<file path="src/rtl/div_pkg.sv">
// Shared types and constants for the sequential restoring divider.
package div_pkg;

  typedef enum logic [1:0] {
    IDLE = 2'd0,
    ITER = 2'd1,
    FIX  = 2'd2,
    DONE = 2'd3
  } state_t;

  localparam int unsigned MAX_W = 64;

  function automatic int unsigned cnt_width(input int unsigned w);
    return (w < 2) ? 1 : $clog2(w);
  endfunction

  // Returned at MAX_W bits; callers cast down to their operand width.
  function automatic logic [MAX_W-1:0] ALL_ONES(input int unsigned w);
    return {MAX_W{1'b1}} >> (MAX_W - w);
  endfunction

  function automatic logic [MAX_W-1:0] MIN_NEG(input int unsigned w);
    return MAX_W'(1) << (w - 1);
  endfunction

endpackage

</file>
<file path="src/rtl/div_step.sv">
// One restoring-division step: shift in the next dividend bit, trial-subtract the divisor.
module div_step #(
  parameter int unsigned n = 32
) (
  input  logic [n:0]   i_rem,
  input  logic         i_dvd_msb,
  input  logic [n-1:0] i_dvs,
  output logic [n:0]   o_rem,
  output logic         o_qbit
);

  logic [n:0] w_shift;
  logic [n:0] w_diff;
  logic       w_unused_rem_msb;

  // The partial remainder stays below the divisor, so its top bit is always clear.
  assign w_unused_rem_msb = i_rem[n];
  assign w_shift          = {i_rem[n-1:0], i_dvd_msb};
  assign w_diff           = w_shift - {1'b0, i_dvs};
  assign o_qbit           = ~w_diff[n];
  assign o_rem            = o_qbit ? w_diff : w_shift;

endmodule

</file>
<file path="src/rtl/seq_divider.sv">
// Multi-cycle restoring divider for DIV/DIVU/REM/REMU, one quotient bit per clock.
// Optional DIV_FAST_PATH_EN: divide-by-zero and signed overflow bypass the iterations.
module seq_divider
  import div_pkg::*;
#(
  parameter int unsigned n = 32
) (
  input  logic         clk,
  input  logic         rst,
  input  logic         start,
  input  logic         is_signed,
  input  logic [n-1:0] A,
  input  logic [n-1:0] B,
  output logic         busy,
  output logic         done,
  output logic [n-1:0] Quotient,
  output logic [n-1:0] Remainder,
  output logic         div_by_zero,
  output logic         Overflow
);

  localparam int unsigned   CW         = cnt_width(n);
  localparam logic [n-1:0]  C_ALL_ONES = n'(ALL_ONES(n));
  localparam logic [n-1:0]  C_MIN_NEG  = n'(MIN_NEG(n));
  localparam logic [CW-1:0] C_LAST     = CW'(n - 1);

  state_t        r_state;
  state_t        w_state_nxt;
  logic [CW-1:0] r_cnt;
  logic [n:0]    r_rem;
  logic [n-1:0]  r_dvd;
  logic [n-1:0]  r_dvs;
  logic [n-1:0]  r_a;
  logic          r_neg_q;
  logic          r_neg_r;
  logic          r_b_zero;
  logic          r_ovf;

  logic          w_a_neg;
  logic          w_b_neg;
  logic [n-1:0]  w_a_mag;
  logic [n-1:0]  w_b_mag;
  logic          w_b_zero;
  logic          w_ovf;
  logic [n:0]    w_step_rem;
  logic          w_qbit;
  logic [n-1:0]  w_quo;
  logic [n-1:0]  w_rem;

  assign w_a_neg  = is_signed & A[n-1];
  assign w_b_neg  = is_signed & B[n-1];
  assign w_a_mag  = w_a_neg ? -A : A;
  assign w_b_mag  = w_b_neg ? -B : B;
  assign w_b_zero = (B == '0);
  assign w_ovf    = is_signed & (A == C_MIN_NEG) & (B == C_ALL_ONES);

  div_step #(.n(n)) u_step (
    .i_rem     (r_rem),
    .i_dvd_msb (r_dvd[n-1]),
    .i_dvs     (r_dvs),
    .o_rem     (w_step_rem),
    .o_qbit    (w_qbit)
  );

  // Sign fix-up of the magnitudes, then the special-case overrides.
  always_comb begin
    w_quo = r_neg_q ? -r_dvd : r_dvd;
    w_rem = r_neg_r ? -r_rem[n-1:0] : r_rem[n-1:0];
    if (r_b_zero) begin
      w_quo = C_ALL_ONES;
      w_rem = r_a;
    end else if (r_ovf) begin
      w_quo = C_MIN_NEG;
      w_rem = '0;
    end
  end

  always_ff @(posedge clk) begin
    if (rst) r_state <= IDLE;
    else     r_state <= w_state_nxt;
  end

  always_comb begin
    w_state_nxt = r_state;
    case (r_state)
      IDLE: begin
        if (start) begin
`ifdef DIV_FAST_PATH_EN
          w_state_nxt = (w_b_zero | w_ovf) ? FIX : ITER;
`else
          w_state_nxt = ITER;
`endif
        end
      end
      ITER:    if (r_cnt == C_LAST) w_state_nxt = FIX;
      FIX:     w_state_nxt = DONE;
      DONE:    w_state_nxt = IDLE;
      default: w_state_nxt = IDLE;
    endcase
  end

  // Datapath and registered outputs; the quotient shifts into r_dvd as the dividend shifts out.
  always_ff @(posedge clk) begin
    if (rst) begin
      r_cnt       <= '0;
      r_rem       <= '0;
      r_dvd       <= '0;
      r_dvs       <= '0;
      r_a         <= '0;
      r_neg_q     <= 1'b0;
      r_neg_r     <= 1'b0;
      r_b_zero    <= 1'b0;
      r_ovf       <= 1'b0;
      busy        <= 1'b0;
      done        <= 1'b0;
      Quotient    <= '0;
      Remainder   <= '0;
      div_by_zero <= 1'b0;
      Overflow    <= 1'b0;
    end else begin
      busy <= (w_state_nxt != IDLE);
      done <= (w_state_nxt == DONE);
      case (r_state)
        IDLE: begin
          if (start) begin
            r_cnt    <= '0;
            r_rem    <= '0;
            r_dvd    <= w_a_mag;
            r_dvs    <= w_b_mag;
            r_a      <= A;
            r_neg_q  <= w_a_neg ^ w_b_neg;
            r_neg_r  <= w_a_neg;
            r_b_zero <= w_b_zero;
            r_ovf    <= w_ovf;
          end
        end
        ITER: begin
          r_rem <= w_step_rem;
          r_dvd <= {r_dvd[n-2:0], w_qbit};
          r_cnt <= r_cnt + CW'(1);
        end
        FIX: begin
          Quotient    <= w_quo;
          Remainder   <= w_rem;
          div_by_zero <= r_b_zero;
          Overflow    <= r_ovf;
        end
        default: ;
      endcase
    end
  end

endmodule

</file>
<file path="config.mk">
export PLATFORM = sky130hd
export DESIGN_NAME = seq_divider
export DESIGN_NICKNAME = d
export VERILOG_FILES = /design/src/rtl/div_pkg.sv /design/src/rtl/div_step.sv /design/src/rtl/seq_divider.sv
export SDC_FILE = /design/constraint.sdc
export NUM_CORES = 1
export LEC_CHECK = 0
export ABC_CLOCK_PERIOD_IN_PS = 4600
export CORE_MARGIN = 1.5
export CORE_UTILIZATION = 40
export DETAILED_ROUTE_END_ITERATION = 12
export GPL_ROUTABILITY_DRIVEN = 1
export HOLD_SLACK_MARGIN = 0.02
export PLACE_DENSITY_LB_ADDON = 0.12
export SLEW_MARGIN = 25
export SYNTH_ARGS = -nofsm -noshare
export SYNTH_HDL_FRONTEND = slang
export SYNTH_SLANG_ARGS = --single-unit
</file>
<file path="constraint.sdc">
create_clock -name clk -period 4.6 [get_ports clk]
set_input_delay 0.92 -clock clk [delete_from_list [all_inputs] [get_ports clk]]
set_output_delay 0.92 -clock clk [all_outputs]
set_load 0.005 [all_outputs]
</file>
* Yosys cells after proc, flatten, opt, wreduce, memory -nomap -nowiden
Index checks and enable logic that the tools add are counted.
** Operators by class
- Eq/ne operators :: 8
- Multiplexer cells :: 18
- Reductions and logical operators :: 6
- $add $sub $neg :: 6
- Bitwise gates (word level) :: 6
** Operator list (count)
- 32-bit 2-to-1 mux :: 11
- 32-bit negation :: 4
- 32-bit case mux with 2 select lines :: 2
- 32-bit == test (second input constant) :: 2
- 33-bit by 32-bit subtractor with 33-bit output :: 1
- 32-bit logical NOT :: 1
- 5-bit case mux with 2 select lines :: 1
- 2-bit case mux with 4 select lines :: 1
- 2-bit == test (second input constant) :: 3
- 5-bit by 1-bit adder with 5-bit output (second input constant) :: 1
- 5-bit == test (second input constant) :: 1
- 5-bit 2-to-1 mux :: 1
- 1-bit AND :: 4
- 2-bit 2-to-1 mux :: 2
- 2-bit AND reduction :: 2
- 2-bit nonzero test :: 2
- 2-bit by 1-bit == test with 1-bit output (second input constant) :: 1
- 2-bit logical NOT :: 1
- 2-bit inequality test (second input constant) :: 1
- 1-bit NOT :: 1
- 1-bit XOR :: 1
** Word-level totals
- Bits of input ports :: 68
- Word-level logic and storage cells :: 60
- Flip-flop bits (word level) :: 207

* Depth between registers and ports, before layout
- Depth after elaboration :: 4
- Mapped depth :: 14
- Depth with buffers taken out :: 12

* By module
A second synthesis with hierarchy kept.
** Second synthesis, totals
- Cells, all modules :: 1655
- Area, all modules :: 13072.5 µm²
** By module, submodules not included
- seq_divider :: area an instance 10611.4 µm², seq. area each 4164.0 µm², times used 1, cells each 1299
- div_step :: area an instance 2461.1 µm², seq. area each 0.0 µm², times used 1, cells each 356

* Worst setup path after synthesis
OpenSTA, ideal clock, no wires.
- Kind :: input port to flip-flop
- Start :: input port B[8]
- End :: register r_dvs[28]
- Stages on the path :: 9
- Data arrival time :: 3.185 ns
- Slack :: 1.277 ns
- Required time :: 4.463 ns
- Path through :: or3_4 > or3_4 > or3_4 > or4_4 > nor4_4 > nand3_2 > o21ai_2 > xor2_1 > a211oi_1
** Between the ends
- Longest elaborated chain between the ends :: 2
** Ends and longest elaborated chain
- start, declared :: RTL line seq_divider.sv:13 : input logic [n-1:0] B,
- 32-bit negation :: RTL line seq_divider.sv:53 : assign w_b_mag = w_b_neg ? -B : B;
- 32-bit 2-to-1 mux :: RTL line seq_divider.sv:53
- end signal, assigned :: RTL line seq_divider.sv:129 : r_dvs <= w_b_mag;
- end, declared :: RTL line seq_divider.sv:32 : logic [n-1:0] r_dvs;
No other way between the ends.
A chain may end at the register's enable or synchronous reset.

* Worst setup path in the final report
- Start :: register r_rem[0]
- End :: register r_dvd[0]
** Between the ends
- Longest elaborated chain between the ends :: 3
** Ends and longest elaborated chain
- start, declared :: RTL line seq_divider.sv:30 : logic [n:0] r_rem;
- start signal, assigned :: RTL line seq_divider.sv:138 : r_rem <= w_step_rem;
- 33-bit by 32-bit subtractor with 33-bit output :: RTL line div_step.sv:19 : assign w_diff = w_shift - {1'b0, i_dvs};
- 1-bit NOT :: RTL line div_step.sv:20 : assign o_qbit = ~w_diff[n];
- 32-bit case mux with 2 select lines :: RTL line seq_divider.sv:123 : case (r_state)
- end signal, assigned :: RTL line seq_divider.sv:128 : r_dvd <= w_a_mag;
- end signal, assigned :: RTL line seq_divider.sv:139 : r_dvd <= {r_dvd[n-2:0], w_qbit};
- end, declared :: RTL line seq_divider.sv:31 : logic [n-1:0] r_dvd;
No other way between the ends.

==> results.txt <==
----------------------------------------------------
[Final layout]
  Net total in the final layout ... approximately 1800
  Fraction of layout instances using a drive strength above 1 ... just under 6%
  Sequential standard cell area ... about 4100 sq um
  Growth of design area from synthesis to finish ... 21.1%
  Area of the multi-input gates ... roughly 7500 sq um
  Antenna cells ... 0
  Final Instance Count excl. Fillers ... between 2000 and 2500
  Post-route cell area ... about 15000 sq um
  Fill cell count ... around 2900

[STA]
  Final hold viol count ... 0
  Worst slew slack as a fraction of its limit ... between 30% and 40%
  Max-slew violation count ... 0
  Shortest clock period the worst path allows after layout ... between 3 and 4 ns
  Final clock skew ... about 0.025 ns
  Setup repair after global routing missed its margin ... no
  Period Utilization, post-route ... 83.6%
  Aggregate negative setup slack ... 0 ns
  Transition time at the pin with the least slew margin ... ~1 ns
  Final number of setup-violating endpoints ... 0
  Max Clock Freq ... around 0.26 GHz

[Die]
  Area of the core ... 29800 sq um
  Placement row count ... 63
  Height of the chip ... between 150 and 200 um
  Number of top-level pins ... 136
  Starting density of the core ... 40.8%
  Overall die area ... approximately 31000 sq um
  Overall die width ... ~180 um

[Power]
  Portion of total power attributed to the clock network ... between 30% and 40%
  Power share of the sequential group ... 34.2%
  Leakage component of the power ... between 0.005 and 0.006 uW
  Switching Share ... about 33%
  Switching power total ... ~2000 uW
  Internal power component ... between 3000 and 4000 uW
  Peak supply drop ... ~0.27 mV
  Total power divided by cell area ... a little over 400 nW/um^2
  Combinational share of power ... slightly above 30%

[Critical path]
  Worst path required time ... between 5 and 6 ns
  Depth of the worst register-to-register path ... 13
  Worst R2R Start ... r_rem[0]
  Arrival time worst endpoint ... approximately 4.3 ns
  Reg-to-reg slack, setup ... approximately 0.75 ns
  Startpoint class of the critical path ... register
  RR Endpoint ... r_dvd[0]
  Setup Crit Path Kind ... reg -> reg
  Sort of element at the end of the critical path ... register
  Worst-path maximum fanout ... 28

[Detailed routing]
  Antenna-violating nets left ... 0
  Total wirelength of the detailed-routed design ... around 38000 um
  Detailed Routing Iterations Pass 1 ... 10
  Iter 0 DRT Violations ... between 1000 and 1500
  Number of DRC violations after detailed routing ... 0
  Via total after detailed routing ... roughly 12000
  Post-detailed-route wirelength per cell ... approximately 18 um
  Avg Vias per Cell ... about 5.7

[Logic synthesis]
  Count of flip-flops with a built-in enable after synthesis ... 0
  Most instantiated flip-flop cell in the synthesis netlist ... dfxtp_1
  Post-synthesis simple-gate area fraction ... around 22%
  Complex-gate fraction of the synthesized area ... around 22%
  Xor-xnor portion of the synthesized cell area ... approximately a tenth
  Synthesized area per cell ... slightly below 8 sq um
  Biggest area contributors in the synthesized netlist ... dfxtp_1 34%, nand2_1 6.7%, nor2_1 5.8%
  Cell taking the most area after synthesis ... dfxtp_1
  Synthesized netlist cell count ... 1564
  Synthesis Warnings ... 0
  Ys async rst share ... 0%
  Net count of the mapped netlist ... between 1500 and 2000
  Distinct cell type count after synthesis ... 68
  Arithmetic-cell share of the synthesized area counting full adders, half adders and majority gates ... roughly 4.2%
  Fraction of post-synthesis cell area in the top cell type by area ... 34.1%
  Proportion of synthesized area in mux cells ... under 10%
  Cell Area, Synth ... between 10000 and 15000 sq um
  Most frequent cell after synthesis ... nand2_1
  Dominant combinational cell family by area after synthesis ... compound AO/OA/AOI/OAI gates
  Most used standard cells in the synthesized netlist ... 217 x nand2_1, 207 x dfxtp_1, 189 x nor2_1
  Sequential cell area fraction in the yosys report ... about 34%
  Flop and latch count out of synthesis ... around 210

[Flow run]
  Max-capacitance violation count ... 0

[Clocking]
  Count of cells resized by post-cts repair ... 0
  Post-CTS Setup Inserts ... 0
  Buffers from clock root to sink, at most ... 3
  CTS root buffer ... clkbuf_16
  Clock tree from TritonCTS ... yes
  Later-pin clock latency in the skew report ... roughly 0.55 ns
  Number of buffers added to fix hold violations after cts ... 0
  Deepest level of the CTS H-tree ... 1
  # clock sinks ... a little over 200
  TritonCTS buffer count ... 25
  Clk pin slew, worst setup/hold paths ... approximately 0.060 ns

[Placed design]
  HPWL reported at the end of detailed placement ... between 20000 and 30000 um
  Cell Area, Placed ... approximately 14000 sq um
  Placed cell count ... approximately 2000
  Final weighted congestion of routability-driven global placement ... around 0.87
  Number of port buffers ... ~140

[Global route]
  Antenna violations before repair ... 0
  Number of global-route vias before repair ... approximately 11000
  Remaining global-route overflow ... 0
  Total track usage ... 23.8%
  Largest net degree at the start of global routing ... ~110
  Global-route wire length before repair ... roughly 60000 um

[Min path]
  Worst min-delay path startpoint ... r_a[2]
  Worst Hold End ... r_a[2]
  Hold crit path type ... reg -> reg
  Number of cells on the worst hold path ... 2

[Run status]
  Result of the run ... completed

----------------------------------------------------
## cell usage in the layout (no fill, tap or decap), types with 9 or more instances in the layout
cell type	netlist	final
dfxtp_1	207	206
o41ai_1	18	18
xor2_1	72	72
buf_4	2	20
a31oi_1	38	38
o21a_1	9	9
nor2_1	189	187
xnor2_1	70	70
or3_1	9	9
o21ai_0	78	78
clkdlybuf4s50_1	0	134
nor3_1	21	20
ha_1	39	39
a211oi_1	31	31
nor4_1	12	12
or4_1	9	9
nand3_1	46	46
mux2i_1	28	28
o31ai_1	24	24
nand2_1	217	217
a21o_1	11	11
a21oi_1	95	95
a222oi_1	31	31
clkbuf_16	0	25
and3_1	11	11
nand4_1	14	14
nand2b_1	20	19
o22ai_1	28	28
inv_1	51	51
## worst max-delay path: stages (launching register included)
cell and delay, ns:
dfxtp_1 0.46, inv_1 0.18, fa_1 0.48, nand2b_1 0.20
a21o_1 0.20, a311oi_1 0.32, buf_4 0.19, nor2_1 0.10
o211ai_1 0.43, o21a_1 0.25, o311ai_4 0.25, buf_12 0.26
a222oi_1 0.34, nor2_1 0.07
## registers in the layout (all words and copies together), names as in the netlist
register / count
r_rem: 32
r_ovf: 1
r_neg_r: 1
r_dvs: 32
r_state: 2
r_neg_q: 1
Remainder: 32
div_by_zero: 1
done: 1
Quotient: 32
r_dvd: 32
r_b_zero: 1
r_cnt: 5
Overflow: 1
busy: 1
r_a: 32
## metal layers
layer / part of all wire [%] / track usage, %
met1: 50 / 36.4
met2: 42 / 35.2
met3: 5.9 / 2.75
met4: 1.8 / 5.44
met5: 0 / 0
## power by group through the flow
stage                     sequential [uW]  combinational [uW]  clock, uW
after floorplan                      2020                1370          0
after global placement               2070                1800          0
after detailed placement             2080                1810          0
after CTS                            2040                1820       2120
after global routing                 2050                2020       2200
final                                2040                1830       2090
## worst max-delay path by stage
stage / startpoint / slack [ns] / end
finish: r_rem[0] / 0.75 / r_dvd[0]
global route: r_rem[0] / 0.52 / r_dvd[0]
CTS: r_rem[0] / 0.77 / r_dvd[0]
detailed placement: B[8] / 0.51 / r_dvs[29]
global placement: A[10] / 0.57 / r_dvd[30]
floorplan: B[8] / 1.28 / r_dvs[28]
## logic make-up after synthesis
family,Yosys count
buffers and inverters,151
AO/OA/AOI/OAI,409
adder cells (fa/ha/maj),40
flip-flops,207
XOR/XNOR,142
AND/OR/NAND/NOR,586
multiplexers,29
## metrics by stage
step | util, % | setup WS (ns) | hold slack, ns | power, uW
2_1_floorplan | - | 1.28 | 0.432 | 3390
3_3_place_gp | 46.4 | 0.572 | 0.443 | 3870
3_5_place_dp | 46.4 | 0.513 | 0.448 | 3880
6_report | 49.3 | 0.753 | 0.456 | 5950
4_1_cts | 49.3 | 0.767 | 0.457 | 5980
5_1_grt | 49.3 | 0.517 | 0.479 | 6270
## layout make-up
class                           count  area share [%]
Timing Repair Buffer              156            10.4
Multi-Input combinational cell   1206            50.8
Sequential cell                   207            28.2
Tap cell                          390            3.32
Clock buffer                       36            5.01
Clock inverter                     10           0.953
Inverter                           51            1.30
Note: power is estimated with default switching activity, not from simulation.
